===== src/rtl/func_unit_r_if.sv =====
// Reservation-station and common-data-bus signal bundle for func_unit_r.
// The unit sits on the slave side; the station/arbiter environment is the master.
interface func_unit_r_if;
    logic        Busy;
    logic        Clear_counter;
    logic [2:0]  Ufop;
    logic [15:0] Vj_reg;
    logic [15:0] Vk_reg;
    logic [2:0]  Qj_reg;
    logic [2:0]  Qk_reg;
    logic [2:0]  R_target;
    logic        Cdb_valid;
    logic [2:0]  Cdb_tag;
    logic [15:0] Cdb_data;
    logic        Cdb_grant;
    logic        Cdb_req;
    logic [2:0]  Cdb_out_tag;
    logic [15:0] Cdb_out_data;
    logic [2:0]  Cdb_out_rd;
    logic        Ready;
    logic        Done;
    logic        Finished;

    modport slave (
        input  Busy, Clear_counter, Ufop, Vj_reg, Vk_reg, Qj_reg, Qk_reg, R_target,
        input  Cdb_valid, Cdb_tag, Cdb_data, Cdb_grant,
        output Cdb_req, Cdb_out_tag, Cdb_out_data, Cdb_out_rd, Ready, Done, Finished
    );

    modport master (
        output Busy, Clear_counter, Ufop, Vj_reg, Vk_reg, Qj_reg, Qk_reg, R_target,
        output Cdb_valid, Cdb_tag, Cdb_data, Cdb_grant,
        input  Cdb_req, Cdb_out_tag, Cdb_out_data, Cdb_out_rd, Ready, Done, Finished
    );
endinterface


===== src/rtl/func_unit_r.sv =====
// Tomasulo-style functional unit: captures an instruction from its reservation
// station, snoops the CDB for missing operands, executes, and broadcasts the result.
module func_unit_r #(
    parameter logic [2:0] TAG     = 3'b001,
    parameter int         LAT_ALU = 1,
    parameter int         LAT_MUL = 3
) (
    input logic          Clock,
    input logic          Reset,
    func_unit_r_if.slave bus
);

    typedef enum logic [2:0] {
        S_IDLE,
        S_WAIT_OPS,
        S_EXEC,
        S_BCAST,
        S_FIN
    } state_e;

    typedef enum logic [2:0] {
        OP_ADD = 3'b000,
        OP_SUB = 3'b001,
        OP_AND = 3'b010,
        OP_OR  = 3'b011,
        OP_SLT = 3'b100,
        OP_SLL = 3'b101,
        OP_SRL = 3'b110,
        OP_MUL = 3'b111
    } op_e;

    localparam logic [7:0] ALU_LOAD = 8'(LAT_ALU - 1);
    localparam logic [7:0] MUL_LOAD = 8'(LAT_MUL - 1);

    state_e      state;
    logic [7:0]  cnt;
    op_e         op;
    logic [15:0] vj;
    logic [15:0] vk;
    logic [2:0]  qj;
    logic [2:0]  qk;
    logic [2:0]  rd;
    logic [15:0] result;
    logic        done;
    logic        req;
    logic        finished;
    logic [2:0]  out_tag;
    logic [15:0] out_data;
    logic [2:0]  out_rd;

    logic        ready;
    logic        cap_j;
    logic        cap_k;
    logic        snoop_j;
    logic        snoop_k;
    logic [15:0] alu_out;

    assign ready = (qj == 3'b000) && (qk == 3'b000);

    // Forwarding straight from the bus at capture time, and while waiting on local tags.
    assign cap_j   = bus.Cdb_valid && (bus.Qj_reg != 3'b000) && (bus.Cdb_tag == bus.Qj_reg);
    assign cap_k   = bus.Cdb_valid && (bus.Qk_reg != 3'b000) && (bus.Cdb_tag == bus.Qk_reg);
    assign snoop_j = bus.Cdb_valid && (qj != 3'b000) && (bus.Cdb_tag == qj);
    assign snoop_k = bus.Cdb_valid && (qk != 3'b000) && (bus.Cdb_tag == qk);

    always_comb begin
        // NOTE: default assignment first, so no opcode path leaves alu_out unassigned and infers a latch.
        alu_out = 16'h0000;
        case (op)
            OP_ADD:  alu_out = vj + vk;
            OP_SUB:  alu_out = vj - vk;
            OP_AND:  alu_out = vj & vk;
            OP_OR:   alu_out = vj | vk;
            OP_SLT:  alu_out = {15'd0, $signed(vj) < $signed(vk)};
            OP_SLL:  alu_out = vj << vk[3:0];
            OP_SRL:  alu_out = vj >> vk[3:0];
            OP_MUL:  alu_out = vj * vk;
            default: alu_out = 16'h0000;
        endcase
    end

    always_ff @(posedge Clock) begin
        // NOTE: non-blocking assignments so every register samples pre-edge values.
        if (Reset) begin
            state    <= S_IDLE;
            cnt      <= 8'd0;
            op       <= OP_ADD;
            vj       <= 16'hFFF0;
            vk       <= 16'hFFF0;
            qj       <= 3'b000;
            qk       <= 3'b000;
            rd       <= 3'b000;
            result   <= 16'h0000;
            done     <= 1'b0;
            req      <= 1'b0;
            finished <= 1'b0;
            out_tag  <= 3'b000;
            out_data <= 16'h0000;
            out_rd   <= 3'b000;
        end else begin
            finished <= 1'b0;
            case (state)
                S_IDLE: begin
                    if (bus.Busy && !bus.Clear_counter) begin
                        op    <= op_e'(bus.Ufop);
                        rd    <= bus.R_target;
                        vj    <= cap_j ? bus.Cdb_data : bus.Vj_reg;
                        qj    <= cap_j ? 3'b000 : bus.Qj_reg;
                        vk    <= cap_k ? bus.Cdb_data : bus.Vk_reg;
                        qk    <= cap_k ? 3'b000 : bus.Qk_reg;
                        state <= S_WAIT_OPS;
                    end
                end
                S_WAIT_OPS: begin
                    if (!bus.Busy) begin
                        state <= S_IDLE;
                    end else begin
                        if (snoop_j) begin
                            vj <= bus.Cdb_data;
                            qj <= 3'b000;
                        end
                        if (snoop_k) begin
                            vk <= bus.Cdb_data;
                            qk <= 3'b000;
                        end
                        if (ready) begin
                            cnt   <= (op == OP_MUL) ? MUL_LOAD : ALU_LOAD;
                            state <= S_EXEC;
                        end
                    end
                end
                S_EXEC: begin
                    if (!bus.Busy) begin
                        state <= S_IDLE;
                    end else if (bus.Clear_counter) begin
                        cnt <= 8'd0;
                    end else if (cnt == 8'd0) begin
                        result   <= alu_out;
                        out_data <= alu_out;
                        out_tag  <= TAG;
                        out_rd   <= rd;
                        done     <= 1'b1;
                        req      <= 1'b1;
                        state    <= S_BCAST;
                    end else begin
                        cnt <= cnt - 8'd1;
                    end
                end
                S_BCAST: begin
                    // Abort wins over a simultaneous grant: the station withdrew the instruction.
                    if (!bus.Busy || bus.Cdb_grant) begin
                        done     <= 1'b0;
                        req      <= 1'b0;
                        out_tag  <= 3'b000;
                        out_data <= 16'h0000;
                        out_rd   <= 3'b000;
                        finished <= bus.Busy;
                        state    <= bus.Busy ? S_FIN : S_IDLE;
                    end
                end
                S_FIN: begin
                    state <= S_IDLE;
                end
                default: begin
                    state <= S_IDLE;
                end
            endcase
        end
    end

    assign bus.Ready        = ready;
    assign bus.Done         = done;
    assign bus.Cdb_req      = req;
    assign bus.Finished     = finished;
    assign bus.Cdb_out_tag  = out_tag;
    assign bus.Cdb_out_data = out_data;
    assign bus.Cdb_out_rd   = out_rd;

endmodule


===== src/flat_wrapper.sv =====
// flat-port wrapper written by rule: the top's interface ports become plain ports
module func_unit_r_flat 
#(
    parameter logic [2:0] TAG     = 3'b001,
    parameter int         LAT_ALU = 1,
    parameter int         LAT_MUL = 3
)
  (Clock, Reset, bus_Busy, bus_Clear_counter, bus_Ufop, bus_Vj_reg, bus_Vk_reg, bus_Qj_reg, bus_Qk_reg, bus_R_target, bus_Cdb_valid, bus_Cdb_tag, bus_Cdb_data, bus_Cdb_grant, bus_Cdb_req, bus_Cdb_out_tag, bus_Cdb_out_data, bus_Cdb_out_rd, bus_Ready, bus_Done, bus_Finished);
  func_unit_r_if bus_i ();
  input logic Clock;
  input logic Reset;
  input wire logic [$bits(bus_i.Busy)-1:0] bus_Busy;
  input wire logic [$bits(bus_i.Clear_counter)-1:0] bus_Clear_counter;
  input wire logic [$bits(bus_i.Ufop)-1:0] bus_Ufop;
  input wire logic [$bits(bus_i.Vj_reg)-1:0] bus_Vj_reg;
  input wire logic [$bits(bus_i.Vk_reg)-1:0] bus_Vk_reg;
  input wire logic [$bits(bus_i.Qj_reg)-1:0] bus_Qj_reg;
  input wire logic [$bits(bus_i.Qk_reg)-1:0] bus_Qk_reg;
  input wire logic [$bits(bus_i.R_target)-1:0] bus_R_target;
  input wire logic [$bits(bus_i.Cdb_valid)-1:0] bus_Cdb_valid;
  input wire logic [$bits(bus_i.Cdb_tag)-1:0] bus_Cdb_tag;
  input wire logic [$bits(bus_i.Cdb_data)-1:0] bus_Cdb_data;
  input wire logic [$bits(bus_i.Cdb_grant)-1:0] bus_Cdb_grant;
  output wire logic [$bits(bus_i.Cdb_req)-1:0] bus_Cdb_req;
  output wire logic [$bits(bus_i.Cdb_out_tag)-1:0] bus_Cdb_out_tag;
  output wire logic [$bits(bus_i.Cdb_out_data)-1:0] bus_Cdb_out_data;
  output wire logic [$bits(bus_i.Cdb_out_rd)-1:0] bus_Cdb_out_rd;
  output wire logic [$bits(bus_i.Ready)-1:0] bus_Ready;
  output wire logic [$bits(bus_i.Done)-1:0] bus_Done;
  output wire logic [$bits(bus_i.Finished)-1:0] bus_Finished;
  assign bus_i.Busy = bus_Busy;
  assign bus_i.Clear_counter = bus_Clear_counter;
  assign bus_i.Ufop = bus_Ufop;
  assign bus_i.Vj_reg = bus_Vj_reg;
  assign bus_i.Vk_reg = bus_Vk_reg;
  assign bus_i.Qj_reg = bus_Qj_reg;
  assign bus_i.Qk_reg = bus_Qk_reg;
  assign bus_i.R_target = bus_R_target;
  assign bus_i.Cdb_valid = bus_Cdb_valid;
  assign bus_i.Cdb_tag = bus_Cdb_tag;
  assign bus_i.Cdb_data = bus_Cdb_data;
  assign bus_i.Cdb_grant = bus_Cdb_grant;
  assign bus_Cdb_req = bus_i.Cdb_req;
  assign bus_Cdb_out_tag = bus_i.Cdb_out_tag;
  assign bus_Cdb_out_data = bus_i.Cdb_out_data;
  assign bus_Cdb_out_rd = bus_i.Cdb_out_rd;
  assign bus_Ready = bus_i.Ready;
  assign bus_Done = bus_i.Done;
  assign bus_Finished = bus_i.Finished;
  func_unit_r #(.TAG(TAG), .LAT_ALU(LAT_ALU), .LAT_MUL(LAT_MUL)) u_core (.Clock(Clock), .Reset(Reset), .bus(bus_i));
endmodule

===== config.mk =====
export PLATFORM = sky130hd
export DESIGN_NAME = func_unit_r_flat
export DESIGN_NICKNAME = d
export VERILOG_FILES = /design/src/rtl/func_unit_r_if.sv /design/src/rtl/func_unit_r.sv /design/src/flat_wrapper.sv
export SDC_FILE = /design/constraint.sdc
export NUM_CORES = 1
export LEC_CHECK = 0
export CAP_MARGIN = 5
export CORE_MARGIN = 2
export CORE_UTILIZATION = 55
export CTS_BUF_LIST = sky130_fd_sc_hd__clkbuf_4
export DETAILED_ROUTE_END_ITERATION = 12
export HOLD_SLACK_MARGIN = 0.02
export PLACE_DENSITY = 0.8
export SYNTH_ARGS = -nofsm -noshare
export SYNTH_HDL_FRONTEND = slang
export SYNTH_SLANG_ARGS = --single-unit

===== constraint.sdc =====
create_clock -name Clock -period 6.2 [get_ports Clock]
set_clock_uncertainty 0.15 [all_clocks]
set_input_delay 0.93 -clock Clock [delete_from_list [all_inputs] [get_ports Clock]]
set_output_delay 0.93 -clock Clock [all_outputs]
set_load 0.005 [all_outputs]

==> impl.org, run 1 <==
** GRT
- Global routing used a little over a third of the available tracks across all layers.
- Number of antenna violations at the first check in global routing :: 1
- The first global-routing pass estimated 57100 um of wire.
- Summed over all layers, the global routing overflow is 0.
- Vias in the first global route :: 10500
- Entering global routing, the biggest net connects 70 pins.

** Clock tree
- Skew-Pair Late Insertion Delay :: 0.50 ns
- After clock tree synthesis, the clock-pin slew on the worst setup and hold paths is 0.15 ns.
- Clock Sink Count :: 76
- CTS buffer count :: 9
- In this run the number of H-tree levels came out at 3.
- TritonCTS built the clock tree.
- Hold buffers post-CTS :: 0
- Maximum clock insertion buffer count :: 2
- Library cell used as clock root buffer :: sky130_fd_sc_hd__clkbuf_4

** Worst setup path
- In this design, the critical path's most frequently occurring cell is sky130_fd_sc_hd__fa_1.
- For this run, the slowest stage of the critical path takes between 0.5 and 0.6 ns.
- Data arrival at the endpoint of the critical path :: slightly above 6 ns
- Walking the worst path, the cells encountered are buf_4, inv_1, nor2_1, fa_1, inv_1, fa_1, inv_1, fa_1, fa_1, fa_1, inv_1, fa_1, inv_1, ha_1, or2_2, a21oi_1, a21oi_1, xnor2_1, a221oi_1, o31ai_1.
- In this run the worst path has a maximum fanout of 7.
- The setup path with the least slack is of type register to register.
- Standard cell with the maximum stage delay on the critical path :: sky130_fd_sc_hd__dfxtp_1
- STA classifies the critical path endpoint as a register.
- Critical Path RT :: ~6.4 ns
- Startpoint type of the worst setup path :: register

** Floorplanning
- Measured along the x axis, the die boundary spans between 100 and 150 um.
- In this run the count of I/O pins placed on the die edge is 95.
- The initial utilization of the core area, before any placement, comes to between 50% and 60%.
- Core Area :: around 0.019 mm^2
- Die height :: between 100 and 150 um
- Std-Cell Rows :: 50
- The die covers 0.0205 mm^2.

** STA
- Number of pins with negative max-slew slack in the final report :: 0
- The worst pin sits at a relative slew slack of 24.5%.
- At the pin with the least slew margin, the transition time is around 1.1 ns.
- Setup violations remaining at the end of the flow were counted as 0.
- Dividing the final minimum period by the clock period gives 96.4%.
- For the final routed database, the setup TNS stands at 0 ns.
- The smallest clock period supported by the final layout is computed as 5.98 ns.
- Derived from the worst setup path, the maximum achievable clock frequency is roughly 170 MHz.
- Hold Violations, Final :: 0
- RSZ-0062 raised after global routing :: no

** Placement
- Buffers placed on the I/O ports in this run total 92.
- Final RePlAce weighted congestion :: roughly 1.0
- DPL Wire Length :: 29000 um

** Routing
- Wirelength per Cell :: ~21 um
- First-pass iteration count of the detailed router :: 9
- Wire length reported by the detailed router :: between 30000 and 40000 um
- Detail Route Antenna Nets :: 0
- Routed via count :: approximately 10000
- For this block, the initial DRC count from the detailed router was 1016.
- For this run, design rule violations remaining after detail routing come to 0.
- After detailed routing, the number of vias per cell comes to 6.07.

** Logic synthesis
- Post-synthesis area per instance :: about 7.6 um^2
- For this run, the number of Yosys warnings is 0.
- In this run, distinct cell masters in the synthesized netlist total 75.
- Fraction of registers with async set/reset :: 0%
- Synthesis produced roughly 1400 cells.
- Predominant post-synthesis flop cell :: sky130_fd_sc_hd__dfxtp_1
- Number of flip-flops and latches in the synthesized netlist :: 76
- Yosys mapped a number of flops with a built-in enable equal to 0.
- Syn Std Cell Area :: 0.0107 mm^2
- Sequential share of the synthesized area :: 14.3%

** Pwr
- P per Cell Area :: about 290 mW/mm^2
- Overall power consumption after layout is estimated at approximately 3600 uW.
- Static leakage :: about 0.0055 uW
- Across the VDD grid, the largest voltage drop is between 0.2 and 0.3 mV.

** Job
- Max-cap violations in this run came to 0.

** Cells and area
- Area Overhead vs Synth :: 13.5%
- In the layout the commonest cells are 204 x sky130_fd_sc_hd__nor2_1, 166 x sky130_fd_sc_hd__inv_1, 121 x sky130_fd_sc_hd__nand2_1.
- In the final layout, the share of cells above drive strength 1 is under 10%.
- Net total in the final layout :: ~1700
- Commonest non-fill, non-tap cell in the layout :: sky130_fd_sc_hd__nor2_1

** Run status
- Outcome :: finished, final reports clean

** Worst hold path
- Path class of the lowest-slack min-delay path :: register to register
## registers in the layout, indices dropped and copies added (netlist names)
name and cells:
u_core.bus.Finished 1, u_core.op 3, u_core.qk 3, u_core.rd 3
u_core.cnt 8, u_core.bus.Cdb_out_tag 1, u_core.qj 3, u_core.state 3
u_core.vk 16, u_core.bus.Cdb_out_rd 3, u_core.vj 16, u_core.bus.Cdb_out_data 16
## layer usage
metal	vias up	global-route usage, %	wire length [um]
met1	4990	47.8	14700
met2	581	57.2	16200
li1	4796	-	-
met4	0	19.8	2260
met3	131	6.20	3290
met5	-	0	0
## where the power goes
| part | leakage [uW] | switching [uW] | internal (uW) |
|---|---|---|---|
| sequential | 0.000620 | 32.4 | 511 |
| clock | 0.0000858 | 228 | 134 |
| combinational | 0.00478 | 1570 | 1090 |
| total | 0.00548 | 1830 | 1740 |
## Yosys cell counts (8+ instances only)
| cell | number | area [um^2] |
|---|---|---|
| sky130_fd_sc_hd__a211o_1 | 28 | 245 |
| sky130_fd_sc_hd__a211oi_1 | 14 | 105 |
| sky130_fd_sc_hd__a21oi_1 | 93 | 465 |
| sky130_fd_sc_hd__buf_1 | 8 | 30.0 |
| sky130_fd_sc_hd__buf_2 | 13 | 65.1 |
| sky130_fd_sc_hd__clkbuf_1 | 63 | 236 |
| sky130_fd_sc_hd__dfxtp_1 | 76 | 1520 |
| sky130_fd_sc_hd__fa_1 | 82 | 1640 |
| sky130_fd_sc_hd__ha_1 | 100 | 1250 |
| sky130_fd_sc_hd__inv_1 | 169 | 634 |
| sky130_fd_sc_hd__mux2i_1 | 56 | 561 |
| sky130_fd_sc_hd__nand2_1 | 121 | 454 |
| sky130_fd_sc_hd__nand2b_1 | 19 | 119 |
| sky130_fd_sc_hd__nand3_1 | 23 | 115 |
| sky130_fd_sc_hd__nor2_1 | 204 | 766 |
| sky130_fd_sc_hd__nor3_1 | 23 | 115 |
| sky130_fd_sc_hd__o211ai_1 | 9 | 67.6 |
| sky130_fd_sc_hd__o21ai_0 | 69 | 345 |
| sky130_fd_sc_hd__o221ai_1 | 8 | 70.1 |
| sky130_fd_sc_hd__o22ai_1 | 9 | 56.3 |
| sky130_fd_sc_hd__xnor2_1 | 55 | 482 |
| sky130_fd_sc_hd__xor2_1 | 19 | 166 |
## cells by family (layout without fill, tap and decap cells)
group | after synthesis | in the layout | share of synthesized area [%]
multiplexers | 64 | 64 | 6.73
other | 1 | 3 | 0.0351
buffers and inverters | 265 | 334 | 9.61
XOR/XNOR | 74 | 74 | 6.07
AND/OR/NAND/NOR | 440 | 440 | 18.1
AO/OA/AOI/OAI | 297 | 297 | 18.1
adder cells (fa/ha/maj) | 182 | 182 | 27.1
flip-flops | 76 | 76 | 14.3
## stage by stage
stage                     hold slack (ns)  worst slack, ns  cell area [um^2]  utilization, %  instances
after floorplan                     0.282           0.0878             10700               -       1400
after global placement              0.287            0.251             11900            63.0       1709
after detailed placement            0.296            0.205             11900            63.0       1709
after CTS                           0.319            0.139             12100            63.9       1725
after global routing                0.335           0.0189             12100            64.1       1730
final                               0.314            0.222             12100            64.1       1730
## final cells by class
class / count / area (um^2)
antenna: 1 / 2.50
clock buffer: 9 / 67.6
clock inverter: 7 / 87.6
fill: 1723 / 6780
inverter: 177 / 672
multi-input combinational: 1059 / 8150
sequential: 76 / 1530
tap: 260 / 325
timing repair buffer: 141 / 1280
## critical path: cells and delay by family (launching register included)
kind | cells | cell delay (ns)
and+or+nand+nor | 2 | 0.53
adders and majority gates | 7 | 3.11
buffers and inverters | 6 | 0.60
AOI/OAI and AO/OA | 4 | 0.63
DFF | 1 | 0.55
xor gates and xnor gates | 1 | 0.29
## timing repair
action                     in CTS  in global routing
setup endpoints to repair       0                  4
buffers inserted                0                  4
gates resized for setup         0                 10
## path summary, 6_finish.rpt
| kind | startpoint | end | slack, ns | cells past startpoint |
|---|---|---|---|---|
| worst max register to register | u_core.vj[9]$_SDFFE_PP1P_ | u_core.bus.Cdb_out_data[15]$_SDFFE_PP0P_ | 0.22 | 20 |
| worst max-delay path | u_core.vj[9]$_SDFFE_PP1P_ | u_core.bus.Cdb_out_data[15]$_SDFFE_PP0P_ | 0.22 | 20 |
| worst min-delay path | u_core.bus.Cdb_out_data[3]$_SDFFE_PP0P_ | u_core.bus.Cdb_out_data[3]$_SDFFE_PP0P_ | 0.31 | 2 |
| worst min register to register | u_core.bus.Cdb_out_data[3]$_SDFFE_PP0P_ | u_core.bus.Cdb_out_data[3]$_SDFFE_PP0P_ | 0.31 | 2 |
Power figures use the tool's default switching activity.
==> run 2, diff against run 1 <==
--- a/config.mk
+++ b/config.mk
@@ -10,7 +10,7 @@
 export CORE_UTILIZATION = 55
 export CTS_BUF_LIST = sky130_fd_sc_hd__clkbuf_4
 export DETAILED_ROUTE_END_ITERATION = 12
-export HOLD_SLACK_MARGIN = 0.02
+export HOLD_SLACK_MARGIN = 0.03
 export PLACE_DENSITY = 0.8
 export SYNTH_ARGS = -nofsm -noshare
 export SYNTH_HDL_FRONTEND = slang
==> results of run 2 <==
The final DEF is identical to that of run 1; final timing and power are the same.
